`src/rtl/regfile_pkg.sv`:
```
// ---------------------------------------------------------------------------
// regfile_pkg
//
// Purpose: shared constants for the integer register file and its busy
// scoreboard. Holds the default geometry used by the core and the index of
// the hardwired-zero register.
//
// Contents:
//   XLEN_DEF   default data width of one register
//   NREGS_DEF  default number of architectural registers (power of 2, >= 2)
//   NREAD_DEF  default number of read ports (>= 1)
//   ZERO_REG   index of the register that always reads as zero
// ---------------------------------------------------------------------------
package regfile_pkg;

  localparam int XLEN_DEF  = 32;
  localparam int NREGS_DEF = 32;
  localparam int NREAD_DEF = 2;

  // Register 0 is hardwired to zero: never written, never marked busy.
  localparam int ZERO_REG  = 0;

endpackage : regfile_pkg

```
`src/rtl/regfile_scoreboard.sv`:
```
// ---------------------------------------------------------------------------
// regfile_scoreboard
//
// Purpose: per-register busy (pending producer) tracking for the register
// file. Decode allocates a destination register, which marks it busy;
// writeback clears it. A registered population count of the busy vector is
// kept for the pipeline's occupancy bookkeeping.
//
// Ports:
//   clk         in   clock, all updates on the rising edge
//   rst_n       in   asynchronous active-low reset, clears every busy bit
//   we          in   writeback enable (clears busy[waddr])
//   waddr       in   writeback register index
//   alloc_en    in   allocate enable (sets busy[alloc_addr])
//   alloc_addr  in   register index being allocated
//   busy        out  current busy vector, one bit per register
//   busy_cnt    out  number of busy registers, registered
// ---------------------------------------------------------------------------
module regfile_scoreboard
  import regfile_pkg::*;
#(
  parameter int NREGS = NREGS_DEF
) (
  input  logic                       clk,
  input  logic                       rst_n,
  input  logic                       we,
  input  logic [$clog2(NREGS)-1:0]   waddr,
  input  logic                       alloc_en,
  input  logic [$clog2(NREGS)-1:0]   alloc_addr,
  output logic [NREGS-1:0]           busy,
  output logic [$clog2(NREGS):0]     busy_cnt
);

  localparam int AW = $clog2(NREGS);
  localparam int CW = AW + 1;
  localparam logic [AW-1:0] ZERO_ADDR = AW'(ZERO_REG);

  logic [NREGS-1:0] busy_next;
  logic [CW-1:0]    cnt_next;

  // Next busy vector. The clear from writeback is applied first and the set
  // from allocation second, so when both hit the same register in one cycle
  // the new producer wins and the register stays busy. Register 0 is
  // excluded from both, so its bit can never become 1.
  always_comb begin
    busy_next = busy;
    if (we && (waddr != ZERO_ADDR)) begin
      busy_next[waddr] = 1'b0;
    end
    if (alloc_en && (alloc_addr != ZERO_ADDR)) begin
      busy_next[alloc_addr] = 1'b1;
    end
  end

  // Population count of the post-update vector, so the registered count
  // always agrees with the busy bits that become visible after the edge.
  always_comb begin
    cnt_next = '0;
    for (int i = 0; i < NREGS; i++) begin
      cnt_next = cnt_next + CW'(busy_next[i]);
    end
  end

  // Busy vector and its count share one register stage.
  always_ff @(posedge clk or negedge rst_n) begin
    if (!rst_n) begin
      busy     <= '0;
      busy_cnt <= '0;
    end else begin
      busy     <= busy_next;
      busy_cnt <= cnt_next;
    end
  end

endmodule : regfile_scoreboard

```
`src/rtl/register_file_sb.sv`:
```
// ---------------------------------------------------------------------------
// register_file_sb
//
// Purpose: integer register file with NREAD registered read ports, one write
// port with write-to-read bypass, hardwired-zero register 0 and a busy
// scoreboard used by decode for read-after-write hazard detection.
//
// Ports:
//   clk         in   clock, all state changes on the rising edge
//   rst_n       in   asynchronous active-low reset
//   raddr       in   NREAD*AW read addresses, port i at [i*AW +: AW]
//   rdata       out  NREAD*XLEN registered read data, port i at [i*XLEN +: XLEN]
//   rbusy       out  NREAD registered busy flags, one per read port
//   we          in   writeback enable
//   waddr       in   writeback register index
//   wdata       in   writeback data
//   alloc_en    in   mark alloc_addr as pending
//   alloc_addr  in   register to mark pending
//   busy_cnt    out  registered number of busy registers
// ---------------------------------------------------------------------------
module register_file_sb
  import regfile_pkg::*;
#(
  parameter int XLEN  = XLEN_DEF,
  parameter int NREGS = NREGS_DEF,
  parameter int NREAD = NREAD_DEF
) (
  input  logic                             clk,
  input  logic                             rst_n,
  input  logic [NREAD*$clog2(NREGS)-1:0]   raddr,
  output logic [NREAD*XLEN-1:0]            rdata,
  output logic [NREAD-1:0]                 rbusy,
  input  logic                             we,
  input  logic [$clog2(NREGS)-1:0]         waddr,
  input  logic [XLEN-1:0]                  wdata,
  input  logic                             alloc_en,
  input  logic [$clog2(NREGS)-1:0]         alloc_addr,
  output logic [$clog2(NREGS):0]           busy_cnt
);

  localparam int AW = $clog2(NREGS);
  localparam logic [AW-1:0] ZERO_ADDR = AW'(ZERO_REG);

  logic [XLEN-1:0]  mem [NREGS];
  logic [NREGS-1:0] busy;

  // Busy tracking lives in its own block; the read ports below only look at
  // the registered busy vector, so a same-cycle allocation is not visible
  // to the instruction that performs it.
  regfile_scoreboard #(
    .NREGS (NREGS)
  ) u_scoreboard (
    .clk        (clk),
    .rst_n      (rst_n),
    .we         (we),
    .waddr      (waddr),
    .alloc_en   (alloc_en),
    .alloc_addr (alloc_addr),
    .busy       (busy),
    .busy_cnt   (busy_cnt)
  );

  // Data array. Entry 0 is cleared on reset and never written afterwards,
  // so it holds zero permanently; the read muxes still force zero for it
  // so the port behaviour does not depend on that.
  always_ff @(posedge clk or negedge rst_n) begin
    if (!rst_n) begin
      for (int r = 0; r < NREGS; r++) begin
        mem[r] <= '0;
      end
    end else if (we && (waddr != ZERO_ADDR)) begin
      mem[waddr] <= wdata;
    end
  end

  // One registered read port per generate iteration. Priority is zero
  // register, then the writeback bypass, then the array. A bypassed read
  // reports not-busy because the writeback in the same cycle retires the
  // pending producer (a same-cycle re-allocation is deliberately invisible
  // to the read, matching the order decode reads sources before its own
  // destination becomes pending).
  for (genvar p = 0; p < NREAD; p++) begin : g_rd
    logic [AW-1:0]   ra;
    logic [XLEN-1:0] rdata_q;
    logic            rbusy_q;

    assign ra = raddr[p*AW +: AW];

    always_ff @(posedge clk or negedge rst_n) begin
      if (!rst_n) begin
        rdata_q <= '0;
        rbusy_q <= 1'b0;
      end else if (ra == ZERO_ADDR) begin
        rdata_q <= '0;
        rbusy_q <= 1'b0;
      end else if (we && (waddr == ra)) begin
        rdata_q <= wdata;
        rbusy_q <= 1'b0;
      end else begin
        rdata_q <= mem[ra];
        rbusy_q <= busy[ra];
      end
    end

    assign rdata[p*XLEN +: XLEN] = rdata_q;
    assign rbusy[p]              = rbusy_q;
  end : g_rd

endmodule : register_file_sb

```
`config.mk`:
```
export PLATFORM = sky130hd
export DESIGN_NAME = register_file_sb
export DESIGN_NICKNAME = d
export VERILOG_FILES = /design/src/rtl/regfile_pkg.sv /design/src/rtl/regfile_scoreboard.sv /design/src/rtl/register_file_sb.sv
export SDC_FILE = /design/constraint.sdc
export NUM_CORES = 2
export LEC_CHECK = 0
export BUFFER_PORTS_ARGS = -buffer_cell sky130_fd_sc_hd__buf_2
export CELL_PAD_IN_SITES_DETAIL_PLACEMENT = 2
export CELL_PAD_IN_SITES_GLOBAL_PLACEMENT = 2
export CORE_UTILIZATION = 42
export CTS_CLUSTER_SIZE = 14
export DETAILED_ROUTE_END_ITERATION = 12
export PLACE_DENSITY_LB_ADDON = 0.1
export SLEW_MARGIN = 20
export SYNTH_ARGS = -nofsm -noshare
export SYNTH_HDL_FRONTEND = slang
export SYNTH_SLANG_ARGS = --single-unit
export TNS_END_PERCENT = 5
```
`constraint.sdc`:
```
create_clock -name clk -period 4.5 [get_ports clk]
set_input_delay 0.675 -clock clk [delete_from_list [all_inputs] [get_ports clk]]
set_output_delay 0.675 -clock clk [all_outputs]
set_load 0.01 [all_outputs]
```
==> results.txt <==
Syn Nets -> 4274
antenna violations before repair -> 17
synthesized area -> 59400 µm²
status -> finished with violations
leakage -> 29.7 nW
Num CTS Buffers -> 137
initial core utilization -> 42.5%
share of layout cells above drive strength 1 -> 47.9%
Commonest cells post-synth -> dfrtp_1, mux2_2, mux4_2
vias in the first global route -> 44400
syn_area_per_cell -> 14.2 µm²
setup TNS -> -2290 ps
final instance area -> 67600 µm²
Die Ht -> 378 µm
period utilisation layout -> 112%
max-cap violation count -> 0
CTS tree -> done
internal reg-to-reg setup slack -> -440 ps
routed vias -> 40500
die width -> 378 µm
H-tree levels -> 4
sequential cell area fraction in the yosys report -> 47.5%
share of the synthesized area in the top cell type -> 47.5%
setup bufs post-CTS -> 0
largest net degree at the start of global routing -> 90
GRT Util Overall -> 33.0%
fmax -> 198 MHz
clock-pin transition on the worst setup and hold timing paths -> 50 ps
post-route clock skew -> 25.2 ps
clk_lat worst skew -> 790 ps
Total Power -> 34.2 mW
ys async rst share -> 100%
CTS Root Cell -> clkbuf_16
area growth from synthesis to layout -> 13.7%
routed wire length -> 232 mm
Distinct cells, synth -> 65
RR Startpoint -> u_scoreboard.busy[1]$_DFF_PN0_
Rel. slew slack -> 22.7%
final setup vio count -> 6
leading area contributor after synthesis -> dfrtp_1
num rows -> 137
ys flop type -> dfrtp_1
Worst VDD drop -> 1000 µV
critical path type -> input pin to flop
post-place setup slack -> -1510 ps
worst path arrival time -> 5740 ps
Post-CTS Hold Buffers -> 0
Worst Path Required -> 5190 ps
die area -> 143000 µm²
DPL Wire Length -> 136 mm
yosys warns -> 0
placed cell area -> 63100 µm²
CTS Sinks -> 1128
CP max FO -> 6
fin worst setup slack -> -554 ps
top cells by area, synth -> dfrtp_1, mux2_2, mux4_2, mux2i_1, clkbuf_1
FF-to-FF path depth -> 17
Final Critical Period -> 5050 ps
Nets -> 4327
Slew Limit Fails -> 0
Setup crit end kind -> flop
failing checks -> setup timing
# DRC -> 0
Core ar. -> 140000 µm²
Filler cells -> 13100
top-count cell post-synth -> dfrtp_1
Hold WC Path Type -> input pin to asynchronous set/reset pin
Pre-antenna DRT Iters -> 5
routed vias/inst -> 6.51
synthesized instance count -> 4186
IO Count -> 128
CTS max path bufs -> 3
DRT iter0 DRCs -> 3459
grt ovf -> 0
actual slew at the worst max-slew pin -> 1160 ps
port bufs -> 127
reg2reg end -> u_scoreboard.busy_cnt[4]$_DFF_PN0_
DR WL/cell -> 37.3 µm
PwrDens -> 506 nW/µm²
Final ANT Viol Nets -> 0
Post-synth EDFFs -> 0
RSZ-0062 raised after global routing -> true
Final Hold Vio Count -> 0
final estimated routing congestion in global placement -> 0.814
global-route wire length before repair -> 336 mm
synthesis-stage register bit count -> 1128
nature of the critical path startpoint -> input pin
logic make-up after synthesis:
group	share of synthesized area (%)
buf+inv	4.08
mux	38.0
compound gates	6.27
xor+xnor	0.192
fa+ha+maj	0.977
simple gates	3.01
flops	47.5
cell usage in the layout (no fill, tap or decap), types with 23 or more instances in the layout:
cell type,synthesis,routed
nand2_1,178,161
nand3_1,23,23
mux4_2,410,410
dfrtp_1,1128,1128
a221oi_1,25,25
a22o_1,83,83
o22ai_1,78,78
clkbuf_1,235,36
buf_4,35,203
buf_2,108,116
nor3_1,24,23
clkbuf_8,0,32
inv_1,55,51
a22oi_1,43,39
clkbuf_16,0,144
mux2i_1,191,191
buf_12,0,47
o21ai_0,27,27
mux2_2,1015,1015
nor2_1,89,66
o221ai_1,45,45
a211oi_1,66,66
a21oi_1,37,36
final cells by class:
| cell class | instances | area [µm²] | share of cell area (%) |
|---|---|---|---|
| multi-input cells | 2544 | 29200 | 43.2 |
| flip-flops and latches | 1128 | 28200 | 41.8 |
| clock buffers | 212 | 4180 | 6.19 |
| repair buffers | 373 | 3140 | 4.65 |
| well taps | 1876 | 2350 | 3.47 |
| clock inverters | 28 | 263 | 0.389 |
| inverters | 55 | 208 | 0.307 |
| diodes | 2 | 5.00 | 0.00741 |
flip-flops by register name, indices dropped and copies added (netlist names):
| name | flops |
|---|---|
| mem | 1024 |
| u_scoreboard.busy_cnt | 6 |
| g_rd.rdata_q | 64 |
| u_scoreboard.busy | 32 |
| g_rd.rbusy_q | 2 |
metrics by stage:
step | hold slack, ps | util [%] | std cells
5_1_grt | 39.3 | 48.3 | 6216
3_5_place_dp | 384 | 45.1 | 5976
3_3_place_gp | 376 | 45.1 | 5976
6_report | 11.0 | 48.3 | 6218
2_1_floorplan | 379 | - | 4186
4_1_cts | 20.2 | 48.3 | 6216
report_power, final:
group          switching, mW  leakage (nW)  internal (mW)  total, mW
clock network           4.56          2.18           6.54       11.1
logic                   4.40          13.1           5.06       9.46
registers               1.48          14.4           12.2       13.6
worst max path at each step:
stage / startpoint / to / slack [ps] / cells past startpoint
2_1_floorplan: waddr[3] / u_scoreboard.busy_cnt[4]$_DFF_PN0_ / -1240 / 21
3_3_place_gp: waddr[3] / u_scoreboard.busy_cnt[4]$_DFF_PN0_ / -1320 / 19
3_5_place_dp: waddr[4] / u_scoreboard.busy_cnt[4]$_DFF_PN0_ / -1510 / 19
4_1_cts: u_scoreboard.busy[1]$_DFF_PN0_ / u_scoreboard.busy_cnt[4]$_DFF_PN0_ / -550 / 17
5_1_grt: waddr[0] / u_scoreboard.busy_cnt[4]$_DFF_PN0_ / -710 / 22
6_report: waddr[3] / u_scoreboard.busy_cnt[4]$_DFF_PN0_ / -550 / 20
metal layers:
metal  GRT usage [%]  part of all wire, %
met1            47.8                   45
met2            50.7                   46
met3            4.91                  5.6
met4            10.9                  3.3
met5               0                0.018
worst max-delay path, stage by stage:
cell and delay (ps):
buf_2 200, buf_4 160, and3b_1 220, nand2_1 100
a22o_1 210, inv_1 70, fa_1 450, fa_1 580
fa_1 470, fa_1 550, inv_1 50, fa_1 500
fa_1 420, inv_2 70, fa_2 190, inv_2 40
fa_2 330, a21o_1 170, a21oi_2 150, xnor2_1 130
what timing repair did:
action / 4_1_cts / 5_1_grt
gates resized for setup: 11 / 2
pin swaps: 2 / 0
setup endpoints to repair: 6 / 6
gates cloned: 0 / 0
Note: power is estimated with default switching activity, not from simulation.
